**src/rtl/gpr_dump_reader.sv**
```systemverilog
// Walks every GPR through one combinational regfile read port and streams
// (index, value) records out over a valid/ready handshake.
module gpr_dump_reader #(
  parameter int unsigned NUM_REGS  = 32,
  parameter int unsigned ADDR_W    = 5,
  parameter int unsigned DATA_W    = 32,
  parameter int unsigned SKIP_ZERO = 0
) (
  input  logic              clk,
  input  logic              reset,
  input  logic              start,
  output logic [ADDR_W-1:0] rf_addr,
  input  logic [DATA_W-1:0] rf_data,
  output logic              out_valid,
  input  logic              out_ready,
  output logic [ADDR_W-1:0] out_idx,
  output logic [DATA_W-1:0] out_data,
  output logic              out_last,
  output logic              busy,
  output logic              done
);

  localparam logic [ADDR_W-1:0] LAST_IDX = ADDR_W'(NUM_REGS - 1);

  typedef enum logic [1:0] {
    S_IDLE,
    S_READ,
    S_HOLD,
    S_DONE
  } state_t;

  state_t            r_state,    w_state_n;
  logic [ADDR_W-1:0] r_idx,      w_idx_n;
  logic [ADDR_W-1:0] r_out_idx,  w_out_idx_n;
  logic [DATA_W-1:0] r_out_data, w_out_data_n;
  logic              r_out_valid, w_out_valid_n;
  logic              r_out_last,  w_out_last_n;
  logic              r_busy,      w_busy_n;
  logic              r_done,      w_done_n;
  logic              w_skip;

  // A zero-valued register is skipped only when enabled and not the final index
  assign w_skip = (SKIP_ZERO != 0) && (rf_data == '0) && (r_idx != LAST_IDX);

  // Next-state and next-output logic; flags derive from the state being entered
  always_comb begin
    w_state_n    = r_state;
    w_idx_n      = r_idx;
    w_out_idx_n  = r_out_idx;
    w_out_data_n = r_out_data;
    unique case (r_state)
      S_IDLE: begin
        if (start) begin
          w_state_n = S_READ;
          w_idx_n   = '0;
        end
      end
      S_READ: begin
        w_out_idx_n  = r_idx;
        w_out_data_n = rf_data;
        if (w_skip) begin
          w_idx_n = r_idx + ADDR_W'(1);
        end else begin
          w_state_n = S_HOLD;
        end
      end
      S_HOLD: begin
        if (out_ready) begin
          if (r_idx == LAST_IDX) begin
            w_state_n = S_DONE;
          end else begin
            w_idx_n   = r_idx + ADDR_W'(1);
            w_state_n = S_READ;
          end
        end
      end
      S_DONE: begin
        w_state_n = S_IDLE;
        w_idx_n   = '0;
      end
      default: begin
        w_state_n = S_IDLE;
        w_idx_n   = '0;
      end
    endcase
    w_out_valid_n = (w_state_n == S_HOLD);
    w_out_last_n  = (w_state_n == S_HOLD) && (w_out_idx_n == LAST_IDX);
    w_busy_n      = (w_state_n == S_READ) || (w_state_n == S_HOLD);
    w_done_n      = (w_state_n == S_DONE);
  end

  always_ff @(posedge clk) begin
    if (reset) begin
      r_state     <= S_IDLE;
      r_idx       <= '0;
      r_out_idx   <= '0;
      r_out_data  <= '0;
      r_out_valid <= 1'b0;
      r_out_last  <= 1'b0;
      r_busy      <= 1'b0;
      r_done      <= 1'b0;
    end else begin
      r_state     <= w_state_n;
      r_idx       <= w_idx_n;
      r_out_idx   <= w_out_idx_n;
      r_out_data  <= w_out_data_n;
      r_out_valid <= w_out_valid_n;
      r_out_last  <= w_out_last_n;
      r_busy      <= w_busy_n;
      r_done      <= w_done_n;
    end
  end

  // The walk index is a register and is held at zero whenever idle
  assign rf_addr   = r_idx;
  assign out_valid = r_out_valid;
  assign out_idx   = r_out_idx;
  assign out_data  = r_out_data;
  assign out_last  = r_out_last;
  assign busy      = r_busy;
  assign done      = r_done;

endmodule

```
**config.mk**
```make
export PLATFORM = sky130hd
export DESIGN_NAME = gpr_dump_reader
export DESIGN_NICKNAME = d
export VERILOG_FILES = /design/src/rtl/gpr_dump_reader.sv
export SDC_FILE = /design/constraint.sdc
export NUM_CORES = 1
export LEC_CHECK = 0
export BUFFER_PORTS_ARGS = -buffer_cell sky130_fd_sc_hd__buf_4
export CAP_MARGIN = 20
export CORE_MARGIN = 3
export CORE_UTILIZATION = 48
export CTS_BUF_LIST = sky130_fd_sc_hd__clkbuf_4
export DETAILED_ROUTE_END_ITERATION = 8
export PLACE_DENSITY = 0.82
export SYNTH_ARGS = -nofsm -noshare
export SYNTH_HDL_FRONTEND = slang
export SYNTH_SLANG_ARGS = --single-unit
export TNS_END_PERCENT = 100
```
**constraint.sdc**
```tcl
create_clock -name clk -period 2.4 [get_ports clk]
set_input_delay 0.12 -clock clk [delete_from_list [all_inputs] [get_ports clk]]
set_output_delay 0.12 -clock clk [all_outputs]
set_load 0.01 [all_outputs]
```
==> run summary, run 1 <==
power density over cell area = 546 nW/um2
Core Box Area = 3470 um2
Final Max Tran Viols = 0
WL/cell = 12.0 um
worst skew pair latency = 0.34 ns
Cells after Synth = 216
Routed WL = 4250 um
Initial Util = 0.518
total power = 1.41 mW
CTS max path bufs = 2
max_cap viols = 0
Worst path slowest cell = dfxtp_1
H-tree depth = 2
Die Width = 67.2 um
clk root buf = clkbuf_4
CP Class = reg -> reg
CP Capture Type = flip-flop
final setup skew = 0.00606 ns
outcome = finished, final reports clean
commonest non-fill, non-tap cells in the layout = buf_4, nand2_1, dfxtp_1, a21oi_1, dlygate4sd3_1
Antenna diodes = 0
die area = 4520 um2
Final HPWL DP = 3000 um
fin worst setup slack = 0.525 ns
Worst-path clk slew = 0.12 ns
global-route wire length before repair = 6950 um
Die Ht = 67.2 um
pre-CTS setup slack = 0.531 ns
number of CTS-inserted buffers = 5
Worst Path Max Fanout = 6
DP Area = 2410 um2
total gr overflow = 0
Most used DFF post-synth = dfxtp_1
ys async rst share = 0
# rows = 21
Rel. slew slack = 0.655
max frequency = 0.533 GHz
remaining routing DRC violations = 0
Data arrival, critical path = 2.10 ns
initial antenna violation count = 0
total number of vias = 1696
area delta synth->final = 43.7%
CTS tree = built
fin crit share = 0.781
Peak VDD IR = 0.394 mV
largest net degree at the start of global routing = 48
syn avg cell area = 8.32 um2
leak pwr = 1.15 nW
number of global-route vias before repair = 1584
vias per cell = 4.80
Post-CTS Setup Repair Bufs = 0
ANT nets after route = 0
TNS Setup = 0 ns
Synth Cell Area = 1800 um2
Worst Tran Pin Value = 0.516 ns
Hold Violations, Final = 0
clock sink count = 48
RSZ-0062 raised after global routing = false
Worst Path Required = 2.62 ns
routability cong. = 0.837
Crit path top cell by count = ha_1
# port buffers = 81
unique cell type count in the Yosys netlist = 25
syn_nets = 256
Min Clock Period, post-route = 1.87 ns
Nets = 347
share of layout cells above drive strength 1 = 0.306
startpoint types = flip-flop
Ports = 82
largest stage delay on the critical path = 0.38 ns
global-route usage over all layers = 0.200
Ys Warns = 0
Final Setup Violations = 0
design area = 2580 um2
Post-synth EDFFs = 0
DRT Pass-1 Iters = 4
Core Util, Final = 0.745
#FFs+latches synth = 48
initial drt markers = 84
Hold WC Path Type = in -> reg
sequential fraction of the synthesis area = 0.534
critical path cell sequence = ha_1 -> and3_1 -> ha_1 -> nand2b_1 -> nand2_1 -> nand2_1 -> ha_1 -> nor2b_1
most common cell after layout, fill and taps aside = buf_4
==> layout make-up <==
type,instances,area (um2)
tap,46,57.6
multi-input combinational,154,756
inverter,1,3.75
sequential,48,961
clock inverter,2,7.51
fill,275,885
clock buffer,5,37.5
timing repair buffer,97,761
==> cell usage after synthesis (2+ instances only) <==
cell      number  area (um2)
buf_2          4        20.0
ha_1           4        50.1
clkbuf_1       4        15.0
nor2_1         8        30.0
nand2b_1       3        18.8
nor3_1         3        15.0
nand2_1       76         285
nand3_1        2        10.0
and2_1         2        12.5
mux2i_1        3        30.0
a21oi_1       40         200
and3_1         2        12.5
nor2b_1        4        25.0
buf_6          3        33.8
dfxtp_1       48         961
==> path summary, 6_finish.rpt <==
| kind | start | to | slack [ns] | depth (start not counted) |
|---|---|---|---|---|
| setup / recovery | rf_addr[0] | busy | 0.53 | 8 |
| hold / removal | rf_data[19] | out_data[19] | 0.01 | 3 |
| setup reg to reg | rf_addr[0] | busy | 0.53 | 8 |
| hold reg to reg | out_data[9] | out_data[9] | 0.46 | 2 |
==> power by group <==
group | switching [mW] | internal [mW] | leakage (nW)
logic | 0.113 | 0.123 | 0.729
clock network | 0.223 | 0.103 | 0.0261
registers | 0.0185 | 0.831 | 0.390
==> registers in the layout (all words and copies together), names as in the netlist <==
name,flops
out_data,32
out_idx,5
rf_addr,5
r_state,2
busy,1
done,1
out_last,1
out_valid,1
==> logic make-up (layout without fill, tap and decap cells) <==
group	count (synthesis)	after routing	share of synthesized area
DFF	48	48	0.534
buffers and inverters	14	105	0.0466
muxes	3	3	0.0167
and+or+nand+nor	102	102	0.237
adders and majority gates	4	4	0.0278
AOI/OAI and AO/OA	45	45	0.138
==> worst max-delay path, delay by kind of cell, from the launching register on <==
kind	cells	cell delay, ns
fa+ha+maj	3	0.68
simple gates	5	0.72
flops	1	0.38
==> stage by stage <==
stage	hold WS, ns	std cells
2_1_floorplan	0.197	216
3_3_place_gp	0.367	333
3_5_place_dp	0.377	333
4_1_cts	0.000126	348
5_1_grt	0.00117	353
6_report	0.0133	353
==> repair_timing <==
action                                  4_1_cts  5_1_grt
endpoints found under the setup margin        0        0
gates resized for setup                       0        0
hold buffers                                  8        5
hold endpoints to repair                      8        5
==> layer usage <==
layer | GRT usage | vias up | wire length, um
met5 | 0 | - | 0
met4 | 0.0608 | 0 | 37
met3 | 0.0715 | 5 | 380
met2 | 0.351 | 54 | 2070
met1 | 0.227 | 751 | 1760
li1 | - | 886 | -
No activity file was read; power rests on OpenSTA's default activity.
==> inputs of run 2 (changes only) <==
- clock period: 2.4 -> 1.9 ns (I/O delays scaled with it)
==> run 2 against run 1 <==
Effect of this change:
- via count rose by 10%
- sequential share of layout area is 3.5 points lower
- fmax up 6.1%
- final area increased by 10%
- sequential power grew 27%
- first-iteration DRC count shrank 6.0%
- critical path depth unchanged
- flip-flop and latch count did not move
- wire length grew 24%
- power up 43%
==> run summary, run 2 (synthesis gave the netlist of run 1 again) <==
outcome = finished, final reports clean
Initial Util = 0.518
Worst Path Required = 2.14 ns
WL/cell = 13.9 um
worst hold start = out_ready
number of CTS-inserted buffers = 5
fin crit share = 0.930
routability cong. = 0.883
Ports = 82
share of layout cells above drive strength 1 = 0.310
DRT Pass-1 Iters = 4
CP Capture Type = flip-flop
Min-Delay Endpoint = r_state[1]
Worst-path clk slew = 0.12 ns
Final HPWL DP = 3020 um
area of the multi-input gates = 761 um2
DP Area = 2450 um2
Min Clock Period, post-route = 1.77 ns
max_cap viols = 0
total gr overflow = 0
fin cells = 378
pre-CTS setup slack = 0.158 ns
Hold WC Path Type = in -> reg
power density over cell area = 707 nW/um2
design area = 2850 um2
TNS Setup = 0 ns
initial antenna violation count = 0
total number of vias = 1872
startpoint types = flip-flop
# port buffers = 81
Final Max Tran Viols = 0
vias per cell = 4.95
total power = 2.02 mW
Hold Path Cell Cnt = 4
clk root buf = clkbuf_4
leak pwr = 1.27 nW
final hold slack = 0.0604 ns
worst skew pair latency = 0.36 ns
Routed WL = 5260 um
filler instances = 238
global-route wire length before repair = 8050 um
Hold Violations, Final = 0
fin worst setup slack = 0.132 ns
number of global-route vias before repair = 1756
max frequency = 0.566 GHz
# rows = 21
Nets = 371
Core Box Area = 3470 um2
R2R cell count = 8
reg2reg setup slack = 0.13 ns
Worst Tran Pin Value = 0.494 ns
ANT nets after route = 0
clock sink count = 48
CTS max path bufs = 2
CP Class = reg -> reg
Die Width = 67.2 um
Data arrival, critical path = 2.00 ns
max reg flops = 32
Rel. slew slack = 0.670
commonest non-fill, non-tap cells in the layout = buf_4, nand2_1, dfxtp_1, a21oi_1, dlygate4sd3_1
FF+latch area = 961 um2
largest net degree at the start of global routing = 48
die area = 4520 um2
H-tree depth = 2
Antenna diodes = 0
most common cell after layout, fill and taps aside = buf_4
Peak VDD IR = 0.452 mV
final setup skew = 0.0124 ns
Post-CTS Setup Repair Bufs = 0
area delta synth->final = 58.6%
RSZ-0062 raised after global routing = false
Die Ht = 67.2 um
FF-to-FF End = busy
initial drt markers = 79
remaining routing DRC violations = 0
RR Startpoint = rf_addr[1]
global-route usage over all layers = 0.239
Core Util, Final = 0.822
Final Setup Violations = 0
DP Cell Count = 338
CTS tree = built
Worst Path Max Fanout = 5
-- run 2: layer usage --
| layer | vias up | track usage | part of all wire |
|---|---|---|---|
| li1 | 932 | - | - |
| met1 | 853 | 0.269 | 0.41 |
| met2 | 71 | 0.425 | 0.51 |
| met3 | 16 | 0.0599 | 0.057 |
| met4 | 0 | 0.101 | 0.028 |
| met5 | - | 0 | 0 |
-- run 2: what timing repair did --
action                     in CTS  in global routing
hold endpoints to repair       32                  0
setup endpoints to repair       0                  1
hold buffers                   32                  0
resized for setup               0                  1
-- run 2: critical path, stage by stage, from the launching register on --
cell	delay [ns]
dfxtp_1	0.37
ha_1	0.21
and3_1	0.19
ha_1	0.16
nand2b_1	0.15
nand2_1	0.08
nand2_1	0.08
ha_1	0.28
nor2b_1	0.12
-- run 2: cell type report --
class                           instances  share of cell area
Inverter                                1             0.00132
Clock buffer                            6              0.0158
Clock inverter                          2              0.0123
Multi-Input combinational cell        154               0.267
Timing Repair Buffer                  121               0.347
Tap cell                               46              0.0202
Sequential cell                        48               0.337
-- run 2: how the worst max path moves through the flow --
stage / end / start / cells past startpoint / slack, ns
floorplan: busy / rf_addr[0] / 8 / 0.12
global route: busy / rf_addr[1] / 8 / 0.03
global placement: busy / rf_addr[1] / 8 / 0.20
finish: busy / rf_addr[1] / 8 / 0.13
CTS: busy / rf_addr[1] / 8 / 0.13
detailed placement: busy / rf_addr[1] / 8 / 0.16
-- run 2: power by group --
group	switching [mW]	internal [mW]	total [mW]
logic	0.161	0.186	0.346
clock network	0.305	0.290	0.595
registers	0.0246	1.05	1.08
total	0.490	1.53	2.02
